[src/rtl/bin2bcd_pkg.sv]
// Shared types and constants for the sequential binary-to-BCD converter.
package bin2bcd_pkg;

    // Controller states: waiting for input, shifting bits in, holding a result.
    typedef enum logic [1:0] {
        IDLE  = 2'd0,
        SHIFT = 2'd1,
        DONE  = 2'd2
    } state_t;

    localparam int BCD_DIGIT_W = 4;

    // Number of decimal digits needed to show the largest w-bit unsigned value.
    function automatic int bcd_digits_needed(input int w);
        longint unsigned max_v;
        int              n;
        max_v = (64'd1 << w) - 64'd1;
        n     = 1;
        while (max_v >= 64'd10) begin
            max_v = max_v / 64'd10;
            n     = n + 1;
        end
        return n;
    endfunction

endpackage

[src/rtl/bin2bcd_seq_if.sv]
// Handshake bundle between a binary producer and the BCD converter output consumer.
interface bin2bcd_seq_if
    import bin2bcd_pkg::*;
#(
    parameter int W = 8,
    parameter int D = 3
);
    logic                     in_valid;
    logic                     in_ready;
    logic [W-1:0]             in_data;
    logic                     out_valid;
    logic                     out_ready;
    logic [BCD_DIGIT_W*D-1:0] out_bcd;
    logic [D-1:0]             out_blank;

    // Producer/consumer side of the converter.
    modport master (
        output in_valid, in_data, out_ready,
        input  in_ready, out_valid, out_bcd, out_blank
    );

    // Converter side.
    modport slave (
        input  in_valid, in_data, out_ready,
        output in_ready, out_valid, out_bcd, out_blank
    );
endinterface

[src/rtl/bcd_digit_adj.sv]
// Double-dabble digit correction: a digit of 5 or more gets 3 added so that
// the following left shift carries correctly into the next decimal digit.
module bcd_digit_adj (
    input  logic [3:0] digit_in,
    output logic [3:0] digit_out
);
    // Add-3 correction for one BCD digit.
    always_comb begin
        if (digit_in >= 4'd5) begin
            digit_out = digit_in + 4'd3;
        end else begin
            digit_out = digit_in;
        end
    end
endmodule

[src/rtl/bin2bcd_seq.sv]
// Sequential binary-to-BCD converter (shift-and-add-3), one input bit per cycle.
// Optional feature: define BIN2BCD_BLANK_EN to produce a leading-zero blank
// mask on out_blank; otherwise out_blank is held at zero.
module bin2bcd_seq
    import bin2bcd_pkg::*;
#(
    parameter int W = 8,
    parameter int D = 3
)
(
    input  logic         clk,
    input  logic         rst,
    bin2bcd_seq_if.slave bus
);
    localparam int              BCD_W  = BCD_DIGIT_W * D;
    localparam int              CNT_W  = (W > 1) ? $clog2(W) : 1;
    localparam logic [CNT_W-1:0] N_LOAD = CNT_W'(W - 1);

    // Reject configurations whose digit count cannot hold the largest input.
    if (W < 1 || D < bcd_digits_needed(W)) begin : g_cfg_err
        $error("bin2bcd_seq: D=%0d digits too few for W=%0d bits", D, W);
    end

    state_t           state_r;
    state_t           state_nx_s;
    logic [W-1:0]     s_r;
    logic [BCD_W-1:0] b_r;
    logic [CNT_W-1:0] n_r;
    logic [BCD_W-1:0] b_adj_s;
    logic [BCD_W-1:0] b_shift_s;
    logic             accept_s;
    logic             in_ready_r;
    logic             out_valid_r;
    logic [BCD_W-1:0] out_bcd_r;

    // One add-3 corrector per digit of the scratch register.
    for (genvar g = 0; g < D; g++) begin : g_adj
        bcd_digit_adj u_adj (
            .digit_in  (b_r[g*BCD_DIGIT_W +: BCD_DIGIT_W]),
            .digit_out (b_adj_s[g*BCD_DIGIT_W +: BCD_DIGIT_W])
        );
    end

    // Corrected digits shifted left with the next binary bit entering at the bottom.
    always_comb begin
        b_shift_s = (b_adj_s << 1) | {{(BCD_W-1){1'b0}}, s_r[W-1]};
    end

    // Next-state decode; accept only when in_ready is already asserted.
    always_comb begin
        state_nx_s = state_r;
        accept_s   = 1'b0;
        case (state_r)
            IDLE: begin
                if (bus.in_valid && in_ready_r) begin
                    accept_s   = 1'b1;
                    state_nx_s = SHIFT;
                end else begin
                    state_nx_s = IDLE;
                end
            end
            SHIFT: begin
                if (n_r == {CNT_W{1'b0}}) begin
                    state_nx_s = DONE;
                end else begin
                    state_nx_s = SHIFT;
                end
            end
            DONE: begin
                if (out_valid_r && bus.out_ready) begin
                    state_nx_s = IDLE;
                end else begin
                    state_nx_s = DONE;
                end
            end
            default: begin
                state_nx_s = IDLE;
            end
        endcase
    end

    // State register; reset always returns to IDLE, dropping any partial work.
    always_ff @(posedge clk) begin
        if (rst) begin
            state_r <= IDLE;
        end else begin
            state_r <= state_nx_s;
        end
    end

    // Conversion datapath: load on accept, shift once per SHIFT cycle.
    always_ff @(posedge clk) begin
        if (rst) begin
            s_r <= {W{1'b0}};
            b_r <= {BCD_W{1'b0}};
            n_r <= {CNT_W{1'b0}};
        end else if (accept_s) begin
            s_r <= bus.in_data;
            b_r <= {BCD_W{1'b0}};
            n_r <= N_LOAD;
        end else if (state_r == SHIFT) begin
            s_r <= s_r << 1;
            b_r <= b_shift_s;
            n_r <= n_r - CNT_W'(1'b1);
        end
    end

    // Registered handshake flags and result capture on entry to DONE.
    always_ff @(posedge clk) begin
        if (rst) begin
            in_ready_r  <= 1'b0;
            out_valid_r <= 1'b0;
            out_bcd_r   <= {BCD_W{1'b0}};
        end else begin
            in_ready_r  <= (state_nx_s == IDLE);
            out_valid_r <= (state_nx_s == DONE);
            if (state_r == SHIFT && state_nx_s == DONE) begin
                out_bcd_r <= b_shift_s;
            end
        end
    end

    assign bus.in_ready  = in_ready_r;
    assign bus.out_valid = out_valid_r;
    assign bus.out_bcd   = out_bcd_r;

`ifdef BIN2BCD_BLANK_EN
    logic [D-1:0] blank_s;
    logic         zero_above_s;
    logic [D-1:0] out_blank_r;

    // Digit i is blank when it and every higher digit are zero; digit 0 never is.
    always_comb begin
        blank_s      = {D{1'b0}};
        zero_above_s = 1'b1;
        for (int i = D - 1; i > 0; i--) begin
            zero_above_s = zero_above_s && (b_shift_s[i*BCD_DIGIT_W +: BCD_DIGIT_W] == 4'd0);
            blank_s[i]   = zero_above_s;
        end
    end

    // Blank mask captured together with the digits.
    always_ff @(posedge clk) begin
        if (rst) begin
            out_blank_r <= {D{1'b0}};
        end else if (state_r == SHIFT && state_nx_s == DONE) begin
            out_blank_r <= blank_s;
        end
    end

    assign bus.out_blank = out_blank_r;
`else
    assign bus.out_blank = {D{1'b0}};
`endif

endmodule

[src/flat_wrapper.sv]
// flat-port wrapper written by rule: the top's interface ports become plain ports
module bin2bcd_seq_flat import bin2bcd_pkg::*;
#(
    parameter int W = 8,
    parameter int D = 3
)
  (clk, rst, bus_in_valid, bus_in_data, bus_out_ready, bus_in_ready, bus_out_valid, bus_out_bcd, bus_out_blank);
  bin2bcd_seq_if #(.W(W), .D(D)) bus_i ();
  input  logic clk;
  input  logic rst;
  input wire logic [$bits(bus_i.in_valid)-1:0] bus_in_valid;
  input wire logic [$bits(bus_i.in_data)-1:0] bus_in_data;
  input wire logic [$bits(bus_i.out_ready)-1:0] bus_out_ready;
  output wire logic [$bits(bus_i.in_ready)-1:0] bus_in_ready;
  output wire logic [$bits(bus_i.out_valid)-1:0] bus_out_valid;
  output wire logic [$bits(bus_i.out_bcd)-1:0] bus_out_bcd;
  output wire logic [$bits(bus_i.out_blank)-1:0] bus_out_blank;
  assign bus_i.in_valid = bus_in_valid;
  assign bus_i.in_data = bus_in_data;
  assign bus_i.out_ready = bus_out_ready;
  assign bus_in_ready = bus_i.in_ready;
  assign bus_out_valid = bus_i.out_valid;
  assign bus_out_bcd = bus_i.out_bcd;
  assign bus_out_blank = bus_i.out_blank;
  bin2bcd_seq #(.W(W), .D(D)) u_core (.clk(clk), .rst(rst), .bus(bus_i));
endmodule
[config.mk]
export PLATFORM = sky130hd
export DESIGN_NAME = bin2bcd_seq_flat
export DESIGN_NICKNAME = d
export VERILOG_FILES = /design/src/rtl/bin2bcd_pkg.sv /design/src/rtl/bin2bcd_seq_if.sv /design/src/rtl/bcd_digit_adj.sv /design/src/rtl/bin2bcd_seq.sv /design/src/flat_wrapper.sv
export SDC_FILE = /design/constraint.sdc
export NUM_CORES = 1
export LEC_CHECK = 0
export ABC_AREA = 1
export BUFFER_PORTS_ARGS = -buffer_cell sky130_fd_sc_hd__buf_2
export CAP_MARGIN = 20
export CORE_ASPECT_RATIO = 1.75
export CORE_MARGIN = 2
export CORE_UTILIZATION = 56
export DETAILED_ROUTE_END_ITERATION = 10
export PLACE_DENSITY_LB_ADDON = 0.12
export SYNTH_ARGS = -nofsm -noshare
export SYNTH_HDL_FRONTEND = slang
export SYNTH_SLANG_ARGS = --single-unit
export TNS_END_PERCENT = 1
[constraint.sdc]
create_clock -name clk -period 1.3 [get_ports clk]
set_input_delay 0 -clock clk [delete_from_list [all_inputs] [get_ports clk]]
set_output_delay 0 -clock clk [all_outputs]
set_load 0.05 [all_outputs]
==> run metrics, run 1 <==
clock skew=5.061 ps; starting density of the core=around 59%; HP Class=in2reg; Buf/Inv on CP=3; complex-gate fraction of the synthesized area=about a tenth; maximum clock rate=roughly 0.74 GHz; outcome=finished, violations left; Total GRT Usage=between 20% and 30%; CTS tree=yes; fill count=320; Worst VDD drop=approximately 1300 uV; RR Startpoint=u_core.n_r[1]; average size of a mapped cell=about 6.8 um^2; clock slew seen by the registers of the worst setup and hold paths=around 70 ps; Top Ports=29; Power Dens Cells=between 1000 and 1500 nW/um^2; Post-Synth Adder-Cell Area=between 4 and 5%; Simple-Gate Fraction of Synth Area=32.34%; RSZ-0062 raised after global routing=yes; WL per Instance=about 12 um; global-route wire length before repair=just over 7000 um; Final Instance Area=around 2400 um^2; Hold Path Depth=4; Tcrit/Tclk final=104.4%; failing checks=negative setup slack; Critical Path RT=around 1500 ps; H-Tree Depth=2; Iteration-0 DRC Markers=40; Bufs on Longest Clock Path=2; CP max FO=6; Post-Route WL=between 4000 and 5000 um; Slowest-stage cell, CP=dfxtp_2; Final Setup Violations=11; DRC errors left=0; total of max-cap violations=0; commonest non-fill, non-tap cells in the layout=52 x nand2_1, 47 x nor2_1, 46 x inv_1; Min Clock Period, post-route=1357 ps; total grt overflow=0; combinational family with the most area after synthesis=simple AND/OR/NAND/NOR gates; CTS Root Cell=clkbuf_8; Final Hold Fails=0; largest net degree at the start of global routing=22; Core ar.=approximately 3400 um^2; Die W=between 40 and 50 um; Worst setup EP type=register; pre-CTS WS=around 28 ps; most common cell after layout, fill and taps aside=nand2_1; XOR/XNOR Fraction of Synth Area=0%; Startpoint Class=register; clk sinks=39; critical path, cell by cell=inv_2 -> ha_4 -> nand2_4 -> nor2_4 -> clkbuf_16 -> nand3_1 -> nand2_1 -> inv_1; yosys warns=0; synthesized instance count=297; CP arrival=approximately 1600 ps; mux cell area share after synthesis=0%; area grow syn2layout=21.03%; DP Area=2206 um^2; Critical Path Max Stage Delay=between 300 and 400 ps; share of cells above drive strength 1=about a quarter; final net count=~360; Reg2Reg Setup Slack=-60 ps; critical hold path startpoint=bus_out_ready; worst reg2reg endpoint=u_core.bus.out_bcd[10]; I/O Buffers=25; cell area after synthesis=between 2000 and 2500 um^2; HPWL after detailed placement=2919 um; Die Y=between 80 and 90 um; worst skew pair latency=between 200 and 300 ps; drt pass-1 iters=4; cts bufs inserted=5; Leak Pwr=about 1.2 nW; via count=between 1500 and 2000; R2R depth=8; Synth Register Bits=39; Hold Path End=u_core.state_r[1]; antenna violations before repair=0; GP Congestion=roughly 0.89; Seq/Total Area, Yosys=38.59%; final max-slew violation count=0; die area=slightly above 4000 um^2; vias in the first global route=~1700; ant diodes=0; Site Rows=28; synth unique cells=19; Detail Route Antenna Nets=0; Crit Path Class=reg2reg; PnR worst setup slack=-57.36 ps; CP delay by family, top=simple AND/OR/NAND/NOR gates; CP startpoint=u_core.n_r[1]; Via density=5.052
[sequential cells by signal, summed over array words and instances, names as in the netlist]
register              cells
u_core.bus.out_bcd       12
u_core.bus.out_valid      1
u_core.state_r            2
u_core.b_r               12
u_core.s_r                8
u_core.bus.in_ready       1
u_core.n_r                3
[repair_timing]
| action | CTS | global route |
|---|---|---|
| setup endpoints to repair | 0 | 26 |
| buffers inserted | 0 | 2 |
| hold endpoints to repair | 1 | 0 |
| gates resized for setup | 0 | 27 |
| hold buffers | 1 | 0 |
[metal layers]
layer	up-vias	track usage, %	part of all wire, %
met4	0	10.10	2.4
met2	44	39.93	55
met5	-	0	0
met1	884	22.43	38
li1	986	-	-
met3	11	4.480	4.1
[kinds of logic (layout without fill, tap and decap cells)]
group,count (synthesis),after routing
and+or+nand+nor,149,149
adders and majority gates,8,8
AOI/OAI and AO/OA,35,35
other,1,3
buffers and inverters,65,102
DFF,39,39
[final cells by class]
| type | instances | area (um^2) | area share, % |
|---|---|---|---|
| Clock buffer | 8 | 100.1 | 4.088 |
| Tap cell | 45 | 56.30 | 2.299 |
| Inverter | 54 | 202.7 | 8.278 |
| Timing Repair Buffer | 40 | 291.5 | 11.91 |
| Sequential cell | 39 | 789.5 | 32.24 |
| Multi-Input combinational cell | 195 | 1008 | 41.19 |
[worst min-delay path, stage by stage]
cell and delay (ps):
buf_2 80, nand2_1 40, nand2_1 90, a21oi_1 70
[worst max-delay path by stage]
stage	slack (ps)	depth (start not counted)	end
finish	-60	8	u_core.bus.out_bcd[10]
global route	-140	9	u_core.bus.out_bcd[9]
CTS	20	8	u_core.bus.out_bcd[4]
detailed placement	30	8	u_core.bus.out_bcd[4]
global placement	50	8	u_core.bus.out_bcd[2]
floorplan	80	8	u_core.b_r[6]
[power by group]
group	switching, mW	internal, mW	leakage (nW)
sequential	0.0596	1.30	0.320
clock	0.412	0.484	0.0515
combinational	0.531	0.290	0.822
total	1.00	2.07	1.19
[cells in the mapped netlist (all sizes together)]
master	number	share of area, %
nand2	59	12
inv	54	10
nor2	52	10
dfxtp	39	39
nand3	32	7.9
a21oi	21	6.1
o21ai	14	3.5
buf	9	4.0
ha	8	4.9
nand4	6	1.9
clkbuf	2	0.37
conb	1	0.19
[per-stage QoR]
step                      std cells  power [mW]  setup TNS, ps  hold slack (ps)  util (%)
after floorplan                 299       1.939              0            148.1         -
after global placement          367       2.086              0            272.5     64.25
after detailed placement        367       2.095              0            283.2     64.25
after CTS                       376       2.998              0            34.21     67.46
after global routing            381       3.242          -1554            99.97     71.32
final                           381       3.074         -330.6            36.26     71.32
No activity file was read; power rests on OpenSTA's default activity.
==> run 2, diff against run 1 <==
--- a/config.mk
+++ b/config.mk
@@ -9,8 +9,8 @@
 export BUFFER_PORTS_ARGS = -buffer_cell sky130_fd_sc_hd__buf_2
 export CAP_MARGIN = 20
 export CORE_ASPECT_RATIO = 1.75
-export CORE_MARGIN = 2
-export CORE_UTILIZATION = 56
+export CORE_MARGIN = 5
+export CORE_UTILIZATION = 30
 export DETAILED_ROUTE_END_ITERATION = 10
 export PLACE_DENSITY_LB_ADDON = 0.12
 export SYNTH_ARGS = -nofsm -noshare
==> run metrics, run 2 (same netlist as run 1, synthesis figures left out) <==
pre-CTS WS=roughly 5.5 ps; CP max FO=9; clk sinks=39; fin util=between 30% and 40%; Detail Route Antenna Nets=0; ant diodes=0; WL per Instance=between 10 and 15 um; Slowest-stage cell, CP=dfxtp_1; Total GRT Usage=about an eighth; Sw Share=between 30% and 40%; cell-internal power=2.267 mW; Final Hold Fails=0; HPWL after detailed placement=approximately 3600 um; Critical Path Max Stage Delay=310 ps; total grt overflow=0; I/O Buffers=25; share of cells above drive strength 1=23.51%; hold slack=roughly 49 ps; Post-Route WL=between 4000 and 5000 um; Min Clock Period, post-route=approximately 1200 ps; Power Total=3.307 mW; total of max-cap violations=0; Iteration-0 DRC Markers=55; maximum clock rate=0.8309 GHz; outcome=finished clean; Hold Path End=u_core.state_r[1]; Reg2Reg Setup Slack=100 ps; CTS Root Cell=clkbuf_16; dpl cells=slightly above 400; Die Y=~120 um; CP arrival=1390 ps; largest net degree at the start of global routing=22; antenna violations before repair=0; area grow syn2layout=23.69%; Bufs on Longest Clock Path=2; vias in the first global route=approximately 1800; Worst setup EP type=register; Final Setup Violations=0; commonest non-fill, non-tap cells in the layout=51 x nand2_1, 50 x nor2_1, 48 x inv_1; critical hold path startpoint=bus_out_ready; clock slew seen by the registers of the worst setup and hold paths=about 50 ps; PnR worst setup slack=approximately 97 ps; Tcrit/Tclk final=just over 90%; final net count=357; final max-slew violation count=0; clock skew=approximately 1.8 ps; CP delay by family, top=simple AND/OR/NAND/NOR gates; drt pass-1 iters=4; HP Class=in2reg; Power Dens Cells=approximately 1300 nW/um^2; Hold Path Depth=4; worst reg2reg endpoint=u_core.bus.out_bcd[5]; die area=8551 um^2; Comb power frac=between 20% and 30%; most common cell after layout, fill and taps aside=nand2_1; Leak Pwr=approximately 1.2 nW; starting density of the core=30.94%; Startpoint Class=register; via count=around 1900; Critical Path RT=between 1000 and 1500 ps; CTS tree=yes; R2R depth=8; RSZ-0062 raised after global routing=yes; DRC errors left=0; Crit Path Class=reg2reg; Top Ports=29; global-route wire length before repair=roughly 8100 um; Worst VDD drop=approximately 660 uV; Via density=approximately 4.4; H-Tree Depth=2; GP Congestion=roughly 0.86; worst skew pair latency=280 ps; critical path, cell by cell=inv_2 -> ha_4 -> nand2_4 -> nor2_4 -> buf_6 -> nand3_1 -> nand2_1 -> inv_1; non-filler cells, final=418; power share of the clock group=a little over a third; P_sw=around 1.0 mW; Core ar.=roughly 6500 um^2; power share of the sequential group=about two fifths; Site Rows=39; RR Startpoint=u_core.n_r[1]; Buf/Inv on CP=3; Die W=about 72 um; cts bufs inserted=5
## run 2: worst max path at each step
stage               cells past startpoint                 from               endpoint  slack (ps)
finish                                  8        u_core.n_r[1]  u_core.bus.out_bcd[5]         100
global route                            9        u_core.n_r[1]  u_core.bus.out_bcd[1]         -50
CTS                                     8        u_core.b_r[1]          u_core.b_r[3]          10
detailed placement                      9        u_core.n_r[0]  u_core.bus.out_bcd[2]           5
global placement                        9        u_core.n_r[0]  u_core.bus.out_bcd[1]          10
floorplan                               8  u_core.bus.in_ready          u_core.b_r[6]          80
## run 2: tightest hold or removal path, stage by stage
cell	delay [ps]
buf_2	70
nand2_1	50
nand2_1	100
a21oi_1	70
## run 2: power groups by stage
stage / sequential, mW / combinational (mW) / clock (mW)
5_1_grt: 1.37 / 0.902 / 1.24
6_report: 1.36 / 0.803 / 1.15
3_5_place_dp: 1.38 / 0.750 / 0
2_1_floorplan: 1.49 / 0.447 / 0
3_3_place_gp: 1.38 / 0.752 / 0
4_1_cts: 1.35 / 0.761 / 1.19
## run 2: layer usage
layer	part of all wire, %	track usage, %	vias up
li1	-	-	988
met1	40	12.65	825
met2	54	21.40	31
met3	3.4	2.209	10
met4	2.5	8.235	0
met5	0	0	-
## run 2: what timing repair did
action	CTS	global route
endpoints found under the hold margin	1	0
pin swaps	0	7
gates resized for setup	1	24
setup endpoints to repair	3	32
cloned	0	1
setup buffers	0	3
hold buffers	1	0
## run 2: cell type report
| cell class | instances | area (um^2) |
|---|---|---|
| flip-flops and latches | 39 | 790.8 |
| well taps | 82 | 102.6 |
| multi-input cells | 195 | 998.5 |
| inverters | 54 | 202.7 |
| fillers | 737 | 4036 |
| repair buffers | 42 | 279.0 |
| clock buffers | 6 | 128.9 |
## run 2: per-stage QoR
step	instance area, um^2	setup TNS, ps
6_report	2502	0
5_1_grt	2502	-190.8
4_1_cts	2416	0
3_5_place_dp	2275	0
3_3_place_gp	2275	0
2_1_floorplan	2032	0
==> run 3, diff against run 2 <==
==> constraint.sdc (replaced) <==
create_clock -name clk -period 1.3 [get_ports clk]
set_input_delay 0 -clock clk [delete_from_list [all_inputs] [get_ports clk]]
set_output_delay 0 -clock clk [all_outputs]
set_load 0.01 [all_outputs]
==> run metrics, run 3 (same netlist as run 1, synthesis figures left out) <==
HPWL after detailed placement=3474 um; Bufs on Longest Clock Path=2; critical hold path startpoint=bus_out_ready; CTS Root Cell=clkbuf_16; vias in the first global route=1826; dpl cells=about 410; total of max-cap violations=0; global-route wire length before repair=8079 um; Tcrit/Tclk final=about 90%; critical path, cell by cell=inv_1 -> ha_1 -> nand2_2 -> nor2_4 -> buf_4 -> nor2_1 -> nor2_1 -> nand2_1 -> inv_1; CTS tree=yes; Top Ports=29; die area=approximately 8600 um^2; commonest non-fill, non-tap cells in the layout=52 x inv_1, 50 x nand2_1, 49 x nor2_1; ant diodes=0; Site Rows=39; Post-CTS Setup Bufs=0; Iteration-0 DRC Markers=between 50 and 60; largest net degree at the start of global routing=22; Die Y=118.6 um; Detail Route Antenna Nets=0; Final Setup Violations=0; clk sinks=39; Crit Path Class=reg2reg; outcome=finished clean; clock slew seen by the registers of the worst setup and hold paths=about 60 ps; Leak Pwr=1.202 nW; Worst setup EP type=register; Total GRT Usage=12.00%; Post-Route WL=around 4700 um; Min Clock Period, post-route=approximately 1200 ps; Critical Path Max Stage Delay=about 320 ps; most common cell after layout, fill and taps aside=inv_1; drt pass-1 iters=4; WL per Instance=around 11 um; setup tns final=0 ps; final max-slew violation count=0; HP Class=in2reg; Critical Path RT=1480 ps; RSZ-0062 raised after global routing=no; DRC errors left=0; CP startpoint=u_core.n_r[0]; Via density=approximately 4.4; worst skew pair latency=between 200 and 300 ps; fin util=roughly 38%; H-Tree Depth=2; total grt overflow=0; Worst VDD drop=589.6 uV; via count=1844; Hold Path End=u_core.state_r[1]; RR Startpoint=u_core.n_r[0]; Hold Path Depth=4; Reg2Reg Setup Slack=~100 ps; GP Congestion=~0.84; share of cells above drive strength 1=a little over a fifth; I/O Buffers=25; Final Hold Fails=0; Die W=72.08 um; non-filler cells, final=about 420; Buf/Inv on CP=3; Power Total=~3.2 mW; PnR worst setup slack=about 100 ps; cts bufs inserted=5; R2R depth=9; Core ar.=between 6000 and 7000 um^2; starting density of the core=a little over 30%; worst reg2reg endpoint=u_core.bus.out_bcd[8]; clock skew=around 5.3 ps; CP max FO=9; CP delay by family, top=simple AND/OR/NAND/NOR gates; maximum clock rate=around 0.83 GHz; antenna violations before repair=0; area grow syn2layout=22.51%; CP arrival=1380 ps; Startpoint Class=register; pre-CTS WS=between 20 and 30 ps; final net count=around 350; Power Dens Cells=around 1300 nW/um^2; Slowest-stage cell, CP=dfxtp_2
-- run 3: changes by cell type in the layout (fill, tap and decap cells not counted), moves of 2 or more --
cell     change
inv_1        +4
inv_2        -4
buf_6        -2
dfxtp_1      +2
dfxtp_2      -2
-- run 3: worst min-delay path: stages --
cell and delay (ps):
buf_2 80, nand2_1 40, nand2_1 100, a21oi_1 70
-- run 3: timing repair --
| action | 4_1_cts | 5_1_grt |
|---|---|---|
| endpoints found under the setup margin | 0 | 26 |
| hold buffers | 1 | 0 |
| gates resized for setup | 0 | 18 |
| hold endpoints to repair | 1 | 0 |
-- run 3: power breakdown --
group          switching, mW  internal [mW]  total, mW  leakage (nW)
Clock                  0.472          0.749       1.22        0.0727
Combinational          0.390          0.254      0.644         0.809
Sequential            0.0546           1.30       1.35         0.320
Total                  0.916           2.30       3.22          1.20
-- run 3: final cells by class --
class                   instances  area (um^2)
clock buffers                   6        138.9
inverters                      54        202.7
flip-flops and latches         39        788.3
multi-input cells             195        992.2
clock inverters                 1        5.005
fillers                       718         4060
repair buffers                 39        249.0
well taps                      82        102.6
-- run 3: routing by layer --
layer  vias up  global-route usage, %  wire (um)
li1        987                      -          -
met1       818                  12.25       1940
met2        32                  22.37       2494
met3         7                  2.634        176
met4         0                  5.294         80
met5         -                      0          0
-- run 3: how the worst max path moves through the flow --
stage                                  end  slack (ps)  cells past startpoint
global placement    u_core.bus.out_bcd[10]          40                      9
floorplan           u_core.bus.out_bcd[10]         160                      9
finish               u_core.bus.out_bcd[8]         100                      9
detailed placement   u_core.bus.out_bcd[2]          30                      9
global route         u_core.bus.out_bcd[6]           1                      8
CTS                  u_core.bus.out_bcd[2]          20                      9
-- run 3: through the flow --
stage | hold WS [ps] | instance area, um^2
final | 55.91 | 2479
after global routing | 121.5 | 2479
after CTS | 43.94 | 2435
after detailed placement | 280.7 | 2281
after global placement | 280.3 | 2281
after floorplan | 148.1 | 2031
